<file path="src/rtl/hazard_ctrl_pkg.sv">
// Shared definitions for the ID-stage hazard controller: forwarding encodings,
// architectural register numbers and the per-stage scoreboard entry.
package hazard_ctrl_pkg;

    localparam logic [1:0] FWD_RF  = 2'b00;
    localparam logic [1:0] FWD_MEM = 2'b01;
    localparam logic [1:0] FWD_EX  = 2'b10;

    localparam logic [4:0] XZR = 5'd31;
    localparam logic [4:0] LR  = 5'd30;

    typedef struct packed {
        logic       valid;
        logic [4:0] dest;
        logic       writes;
        logic       is_load;
    } sb_entry_t;

    localparam sb_entry_t SB_EMPTY = '{valid: 1'b0, dest: 5'd0, writes: 1'b0, is_load: 1'b0};

endpackage

</file>
<file path="src/rtl/hazard_ctrl_match.sv">
// Compares one scoreboard entry against one ID source register.
// XZR never creates a dependency because it is hard-wired to zero.
module sb_entry_match
    import hazard_ctrl_pkg::*;
(
    input  sb_entry_t  entry,
    input  logic [4:0] src,
    output logic       match,
    output logic       match_load
);

    assign match      = entry.valid && entry.writes && (entry.dest == src) && (src != XZR);
    assign match_load = match && entry.is_load;

endmodule

</file>
<file path="src/rtl/hazard_ctrl.sv">
// ID-stage hazard controller: tracks in-flight destinations for EX/MEM/WB and
// decides stall, IF/ID flush and the CBZ/STUR early-forwarding selects.
module hazard_ctrl
    import hazard_ctrl_pkg::*;
(
    input  logic        clk,
    input  logic        reset_n,
    input  logic        id_valid,
    input  logic [4:0]  id_rn,
    input  logic [4:0]  id_rm,
    input  logic [4:0]  id_rd,
    input  logic        id_reg2loc,
    input  logic        id_cbz,
    input  logic        id_stur,
    input  logic        id_ldur,
    input  logic        id_bl,
    input  logic        id_regwrite,
    input  logic        id_br_taken,
    output logic        stall,
    output logic        flush_ifid,
    output logic        forward_zero,
    output logic [1:0]  forward_store,
    output logic [15:0] stall_cnt,
    output logic [15:0] flush_cnt
);

    sb_entry_t   ex_reg, mem_reg, wb_reg;
    sb_entry_t   id_entry;
    sb_entry_t   stage_entry [2];
    logic [4:0]  src_sel [2];
    logic [4:0]  src_a, src_b;
    logic [3:0]  hit, hit_load;
    logic        stall_raw, fwd_zero_raw;
    logic [1:0]  fwd_store_raw;
    logic [15:0] stall_cnt_reg, flush_cnt_reg;
    logic        wb_unused;

    assign src_a = id_cbz     ? id_rd : id_rn;
    assign src_b = id_reg2loc ? id_rm : id_rd;

    assign id_entry.valid   = id_valid;
    assign id_entry.dest    = id_bl ? LR : id_rd;
    assign id_entry.writes  = id_valid && (id_regwrite || id_bl);
    assign id_entry.is_load = id_ldur;

    assign stage_entry[0] = ex_reg;
    assign stage_entry[1] = mem_reg;
    assign src_sel[0]     = src_a;
    assign src_sel[1]     = src_b;

    // hit index = stage*2 + source: 0 EX/A, 1 EX/B, 2 MEM/A, 3 MEM/B
    generate
        for (genvar gi = 0; gi < 4; gi++) begin : g_match
            sb_entry_match u_match (
                .entry      (stage_entry[gi / 2]),
                .src        (src_sel[gi % 2]),
                .match      (hit[gi]),
                .match_load (hit_load[gi])
            );
        end
    endgenerate

    // WB results reach the regfile before ID reads it, so WB never matters.
    assign wb_unused = ^wb_reg;

    always_comb begin
        stall_raw     = 1'b0;
        fwd_zero_raw  = 1'b0;
        fwd_store_raw = FWD_RF;
        if (id_valid) begin
            if (id_cbz) begin
                if (hit[0]) begin
                    if (hit_load[0]) stall_raw = 1'b1;
                    else             fwd_zero_raw = 1'b1;
                end else if (hit[2]) begin
                    stall_raw = 1'b1;
                end
            end
            if (id_stur) begin
                if (hit[1]) begin
                    if (hit_load[1]) stall_raw = 1'b1;
                    else             fwd_store_raw = FWD_EX;
                end else if (hit[3]) begin
                    if (hit_load[3]) stall_raw = 1'b1;
                    else             fwd_store_raw = FWD_MEM;
                end
                // The store base address still needs the ordinary load-use interlock.
                if (hit_load[0]) stall_raw = 1'b1;
            end
            if (!id_cbz && !id_stur && (hit_load[0] || hit_load[1])) begin
                stall_raw = 1'b1;
            end
        end
    end

    assign stall         = stall_raw;
    assign forward_zero  = fwd_zero_raw && !stall_raw;
    assign forward_store = stall_raw ? FWD_RF : fwd_store_raw;
    assign flush_ifid    = id_valid && id_br_taken && !stall_raw;
    assign stall_cnt     = stall_cnt_reg;
    assign flush_cnt     = flush_cnt_reg;

    always_ff @(posedge clk or negedge reset_n) begin
        if (!reset_n) begin
            ex_reg        <= SB_EMPTY;
            mem_reg       <= SB_EMPTY;
            wb_reg        <= SB_EMPTY;
            stall_cnt_reg <= 16'd0;
            flush_cnt_reg <= 16'd0;
        end else begin
            wb_reg  <= mem_reg;
            mem_reg <= ex_reg;
            ex_reg  <= stall_raw ? SB_EMPTY : id_entry;
            if (stall_raw && (stall_cnt_reg != 16'hFFFF)) begin
                stall_cnt_reg <= stall_cnt_reg + 16'd1;
            end
            if (flush_ifid && (flush_cnt_reg != 16'hFFFF)) begin
                flush_cnt_reg <= flush_cnt_reg + 16'd1;
            end
        end
    end

endmodule

</file>
<file path="config.mk">
export PLATFORM = sky130hd
export DESIGN_NAME = hazard_ctrl
export DESIGN_NICKNAME = d
export VERILOG_FILES = /design/src/rtl/hazard_ctrl_pkg.sv /design/src/rtl/hazard_ctrl_match.sv /design/src/rtl/hazard_ctrl.sv
export SDC_FILE = /design/constraint.sdc
export NUM_CORES = 1
export LEC_CHECK = 0
export CAP_MARGIN = 20
export CELL_PAD_IN_SITES_DETAIL_PLACEMENT = 1
export CELL_PAD_IN_SITES_GLOBAL_PLACEMENT = 2
export CORE_MARGIN = 3
export CORE_UTILIZATION = 28
export DETAILED_ROUTE_END_ITERATION = 10
export PLACE_DENSITY_LB_ADDON = 0.15
export SETUP_SLACK_MARGIN = 0.15
export SLEW_MARGIN = 20
export SYNTH_ARGS = -nofsm -noshare
export SYNTH_HDL_FRONTEND = slang
export SYNTH_HIERARCHICAL = 1
export SYNTH_SLANG_ARGS = --single-unit
</file>
<file path="constraint.sdc">
create_clock -name clk -period 3.7 [get_ports clk]
set_input_delay 0.74 -clock clk [delete_from_list [all_inputs] [get_ports clk]]
set_output_delay 0.74 -clock clk [all_outputs]
set_load 0.02 [all_outputs]
</file>
==> metrics.txt, run 1 <==
critical path required time=2.96 ns; Min-Delay Path Depth=0; final count of pins violating max slew=0; wire length of the first global-routing pass=14.68 mm; post-route fraction of the period consumed by the critical path=1.010; internal power=0.8886 mW; core outline area=9371 um^2; total negative setup slack=-0.04635 ns; relative contribution of sequential cells to total power=0.484; nature of the critical path startpoint=input pin; area enclosed by the die boundary=about 11000 um^2; worst hold path startpoint=ex_reg[1]$_DFF_PN0_; endpoint of the worst register-to-register path=stall_cnt[1]$_DFFE_PN0P_; Worst Tran Pin Value=~0.86 ns; pin count of the biggest net entering global routing=38; power per unit of standard cell area=308.1 nW/um^2; number of global-route vias before repair=2804; final weighted congestion in routability-driven placement=0.7595; first-pass detailed-route iteration total=4; largest fanout on the critical path=5; number of H-tree branching levels=2; net count of the mapped netlist=295; result of the run=complete, but fails checks; fraction of power spent switching nets=0.3327; synthesized instance count=between 200 and 300; clock tree from TritonCTS=done; initial antenna violation count=0; drt wl/cell=16.94 um; DIE WIDTH=105.1 um; endpoint of the worst hold path=mem_reg[1]$_DFF_PN0_; Net count, final=411; count of buffers from port buffering=61; Setup Crit Path Kind=input pin to primary output; count of hold-fix buffers inserted at cts=0; die extent in y=105.1 um; maximum frequency from static timing analysis=between 200 and 300 MHz; minimum setup slack in the final design=-0.03519 ns; area growth from synthesis to layout=57.14%; fraction of final layout cells with drive strength greater than 1=0.3411; half-perimeter wire length after placement=6.402 mm; starting utilization of the core area=0.2935; CP arrival=about 3.0 ns; final worst path period need=3.735 ns; Worst-Skew Late Latency=roughly 0.31 ns; iteration-0 DRC count of the detailed router=55; DRC errors left=0; Final Setup Violations=3; fraction of power consumed by combinational cells=0.279; static leakage power=1.879 nW; most frequent cells in the layout=sky130_fd_sc_hd__dfrtp_1 (48), sky130_fd_sc_hd__buf_4 (47), sky130_fd_sc_hd__clkdlybuf4s50_1 (38), sky130_fd_sc_hd__nor2_1 (27), sky130_fd_sc_hd__nand2_1 (26); reg-to-reg slack, setup=0.58 ns; master cell of the clock root buffer=sky130_fd_sc_hd__clkbuf_8; GRT overflow=0; number of max-cap violations=0; violations in the final reports=setup timing; all-layer global routing usage=0.1639; site row count=35; final antenna-violating net count=0; number of clock sinks=48; area of the mapped netlist=2750 um^2; worst slack, placed=-0.9869 ns; kind of path behind the tightest hold check=register to register; net load switching power=0.4430 mW; endpoints failing hold=0; Worst-path clk slew=0.10 ns; clk buf depth=2; leading cell type in the layout, fill and taps excluded=sky130_fd_sc_hd__dfrtp_1; r2r startpoint=ex_reg[4]$_DFF_PN0_; tightest slew margin relative to the limit=0.4273; post-synthesis area per instance=between 10 and 15 um^2; warning count from the yosys run=6; Layout fillers=1074; Ports=62; total CTS buffers=5; capturing element type of the critical path=primary output; RSZ-0062 raised after global routing=true; total vias in the final route=~2500; diode count=0; Clk network pwr share=0.237; Peak VDD IR=137.2 uV; total wirelength of the detailed-routed design=8.688 mm; number of cell instances on the worst register-to-register path=10; Worst Clk Skew=0.01097 ns; vias per std cell=4.885
power by group through the flow:
stage	combinational, mW	sequential [mW]	clock [mW]
2_1_floorplan	0.134	0.672	0
3_3_place_gp	0.326	0.651	0
3_5_place_dp	0.331	0.653	0
4_1_cts	0.352	0.643	0.331
5_1_grt	0.402	0.659	0.356
6_report	0.372	0.644	0.316
through the flow:
step                hold slack, ns  instances  area (um^2)    util  power [mW]
global route                0.4614        513         4322  0.4611       1.417
floorplan                   0.3731        268         2893       -      0.8061
CTS                         0.4395        507         4164  0.4443       1.326
global placement            0.4281        487         3870  0.4130      0.9769
finish                      0.4369        513         4322  0.4611       1.332
detailed placement          0.4230        487         3870  0.4130      0.9842
per-layer routing:
layer / part of all wire / global-route usage / vias up
li1: - / - / 1195
met1: 0.44 / 0.2092 / 1266
met2: 0.53 / 0.2933 / 42
met3: 0.027 / 0.02594 / 3
met4: 0.0038 / 0.03093 / 0
met5: 0 / 0 / -
layout make-up:
type | instances | area (um^2) | share of cell area
clock inverter | 2 | 12.51 | 0.002895
tap | 129 | 161.4 | 0.03735
timing repair buffer | 112 | 989.7 | 0.2290
sequential | 48 | 1201 | 0.2779
inverter | 11 | 45.04 | 0.01042
clock buffer | 5 | 68.82 | 0.01592
multi-input combinational | 206 | 1843 | 0.4265
how the worst max path moves through the flow:
stage | slack (ns) | end | from | cells after the start
after detailed placement | -0.99 | forward_zero | id_reg2loc | 11
after floorplan | 0.10 | forward_store[0] | id_cbz | 11
after global placement | -0.91 | stall | id_reg2loc | 10
after global routing | -0.15 | forward_store[0] | id_cbz | 14
final | -0.04 | forward_store[0] | id_cbz | 13
after CTS | -0.03 | forward_store[0] | id_cbz | 13
critical path, cell delays in order:
cell and delay, ns:
sky130_fd_sc_hd__buf_6 0.09, sky130_fd_sc_hd__buf_6 0.12, sky130_fd_sc_hd__mux2_4 0.21, sky130_fd_sc_hd__inv_4 0.03
sky130_fd_sc_hd__a221o_1 0.37, sky130_fd_sc_hd__nor4_4 0.36, sky130_fd_sc_hd__mux2_4 0.35, sky130_fd_sc_hd__nand2_4 0.08
sky130_fd_sc_hd__nand4_4 0.10, sky130_fd_sc_hd__inv_2 0.09, sky130_fd_sc_hd__nand2_4 0.07, sky130_fd_sc_hd__nor4b_4 0.19
sky130_fd_sc_hd__buf_4 0.17
what timing repair did:
item | 4_1_cts | 5_1_grt
buffers inserted | 13 | 6
pin swaps | 20 | 15
endpoints found under the setup margin | 22 | 6
resized for setup | 89 | 20
Power figures use the tool's default switching activity.
==> inputs of run 2 (changes only) <==
Settings changed: CTS_CLUSTER_DIAMETER set to 150.
==> results of run 2 <==
Same layout as run 1: the final DEF is identical, and so are final timing and power.
==> inputs of run 3 (changes only) <==
Settings changed: CORE_ASPECT_RATIO set to 1.25.
==> run 3 against run 2 <==
Against the previous run:
- largest power group unchanged
- setup slack worse by 0.059 ns
- the flow still finishes with violations (setup timing)
- sequential power fell by 0.6%
- die area about the same
- highest routed layer unchanged
- largest cell class unchanged
- critical path depth did not move
- combinational power barely moved
==> metrics.txt, run 3 (synthesized netlist as in run 1, its figures left out) <==
utilization after layout=0.4647; pin count of the biggest net entering global routing=33; Worst Tran Pin Value=0.7734 ns; clk buf depth=2; area enclosed by the die boundary=11050 um^2; RSZ-0062 raised after global routing=true; total vias in the final route=2471; area growth from synthesis to layout=58.33%; DIE WIDTH=94.64 um; final weighted congestion in routability-driven placement=0.7855; area of the multi-input gates=approximately 1800 um^2; clock tree from TritonCTS=done; minimum setup slack in the final design=-0.09456 ns; GRT overflow=0; starting utilization of the core area=0.2935; maximum frequency from static timing analysis=263.5 MHz; final count of pins violating max slew=0; core outline area=9369 um^2; power per unit of standard cell area=roughly 340 nW/um^2; total wirelength of the detailed-routed design=about 8.5 mm; final worst path period need=3.795 ns; vias per std cell=4.864; static leakage power=between 1.5 and 2 nW; endpoints failing hold=0; count of buffers from port buffering=around 60; first-pass detailed-route iteration total=4; all-layer global routing usage=0.1658; Final Setup Violations=4; DRC errors left=0; Worst Clk Skew=0.003695 ns; number of H-tree branching levels=2; Peak VDD IR=230.7 uV; most frequent cells in the layout=sky130_fd_sc_hd__dfrtp_1 (48), sky130_fd_sc_hd__buf_4 (42), sky130_fd_sc_hd__clkdlybuf4s50_1 (40), sky130_fd_sc_hd__nor2_1 (27), sky130_fd_sc_hd__nand2_1 (25); diode count=0; site row count=39; final antenna-violating net count=0; post-route fraction of the period consumed by the critical path=1.026; Setup Crit Path Kind=input pin to primary output; count of placed standard cells including taps=488; number of max-cap violations=0; CP arrival=3.05 ns; total CTS buffers=5; Ports=62; Net count, final=411; post-route cell area=roughly 4400 um^2; count of hold-fix buffers inserted at cts=0; worst hold slack=0.4110 ns; Worst-Skew Late Latency=0.28 ns; total negative setup slack=-0.2190 ns; tightest slew margin relative to the limit=0.4844; wire length of the first global-routing pass=14.36 mm; iteration-0 DRC count of the detailed router=65; capturing element type of the critical path=primary output; result of the run=complete, but fails checks; half-perimeter wire length after placement=6.406 mm; sequential standard cell area=1201 um^2; master cell of the clock root buffer=sky130_fd_sc_hd__clkbuf_16; initial antenna violation count=0; largest fanout on the critical path=2; nature of the critical path startpoint=input pin; kind of path behind the tightest hold check=register to register; critical path required time=2.96 ns; die extent in y=116.8 um; number of clock sinks=48; violations in the final reports=setup timing; drt wl/cell=16.68 um; Layout fillers=between 1000 and 1500; leading cell type in the layout, fill and taps excluded=sky130_fd_sc_hd__dfrtp_1; fraction of final layout cells with drive strength greater than 1=0.3325; number of global-route vias before repair=2810; area post-placement=3915 um^2; Worst-path clk slew=approximately 0.07 ns; Post-Layout Cell Count=508
[run 3: cell count changes in the layout (fill, tap and decap cells not counted), moves of 2 or more]
cell | previous run | this run
sky130_fd_sc_hd__clkdlybuf4s50_1 | 38 | 40
sky130_fd_sc_hd__clkbuf_2 | 2 | 0
sky130_fd_sc_hd__buf_8 | 0 | 2
sky130_fd_sc_hd__clkbuf_8 | 5 | 1
sky130_fd_sc_hd__xnor2_2 | 2 | 5
sky130_fd_sc_hd__clkbuf_16 | 0 | 5
sky130_fd_sc_hd__buf_6 | 11 | 14
sky130_fd_sc_hd__xnor2_4 | 7 | 3
sky130_fd_sc_hd__buf_4 | 47 | 42
[run 3: layout make-up]
cell class,count,area share
clock buffers,6,0.03190
clock inverters,2,0.003448
inverters,11,0.009770
multi-input cells,206,0.4066
flip-flops and latches,48,0.2759
well taps,123,0.03534
repair buffers,112,0.2371
[run 3: metal layers]
layer  vias to the layer above  global-route usage  routed length (um)
li1                       1196                   -                   -
met1                      1242              0.2177                3732
met2                        31              0.2930                4517
met3                         2             0.02110                 181
met4                         0             0.03369                  42
met5                         -                   0                   0
[run 3: where the power goes]
part / internal, mW / switching (mW)
clock: 0.269 / 0.197
combinational: 0.196 / 0.178
sequential: 0.568 / 0.0719
[run 3: critical path: stages]
cell                            delay, ns
sky130_fd_sc_hd__dlygate4sd2_1       0.25
sky130_fd_sc_hd__mux2_4              0.31
sky130_fd_sc_hd__xnor2_4             0.16
sky130_fd_sc_hd__nand2_2             0.10
sky130_fd_sc_hd__nor4_4              0.30
sky130_fd_sc_hd__and3b_2             0.26
sky130_fd_sc_hd__o21ai_4             0.14
sky130_fd_sc_hd__buf_6               0.12
sky130_fd_sc_hd__nand4_4             0.11
sky130_fd_sc_hd__buf_6               0.13
sky130_fd_sc_hd__buf_6               0.11
sky130_fd_sc_hd__nor3_4              0.18
sky130_fd_sc_hd__buf_6               0.14
[run 3: per-stage QoR]
stage	total power [mW]	setup slack, ns
global placement	0.9799	-0.9844
floorplan	0.8061	0.1012
global route	1.567	-0.2123
detailed placement	0.9892	-1.059
finish	1.480	-0.09456
CTS	1.492	-0.09319
[run 3: timing repair]
| action | 4_1_cts | 5_1_grt |
|---|---|---|
| endpoints found under the setup margin | 34 | 8 |
| setup buffers | 9 | 3 |
| resized for setup | 92 | 9 |
| pin swaps | 19 | 9 |
[run 3: path summary, 6_finish.rpt]
path	slack, ns	start	endpoint	depth (start not counted)
setup / recovery	-0.09	id_rd[1]	forward_zero	13
hold / removal	0.41	ex_reg[1]$_DFF_PN0_	mem_reg[1]$_DFF_PN0_	0
setup reg to reg	0.64	ex_reg[4]$_DFF_PN0_	stall_cnt[1]$_DFFE_PN0P_	11
hold reg to reg	0.41	ex_reg[1]$_DFF_PN0_	mem_reg[1]$_DFF_PN0_	0
max in group asynchronous	2.43	reset_n	stall_cnt[10]$_DFFE_PN0P_	2
min in group asynchronous	0.53	reset_n	flush_cnt[0]$_DFFE_PN0P_	1
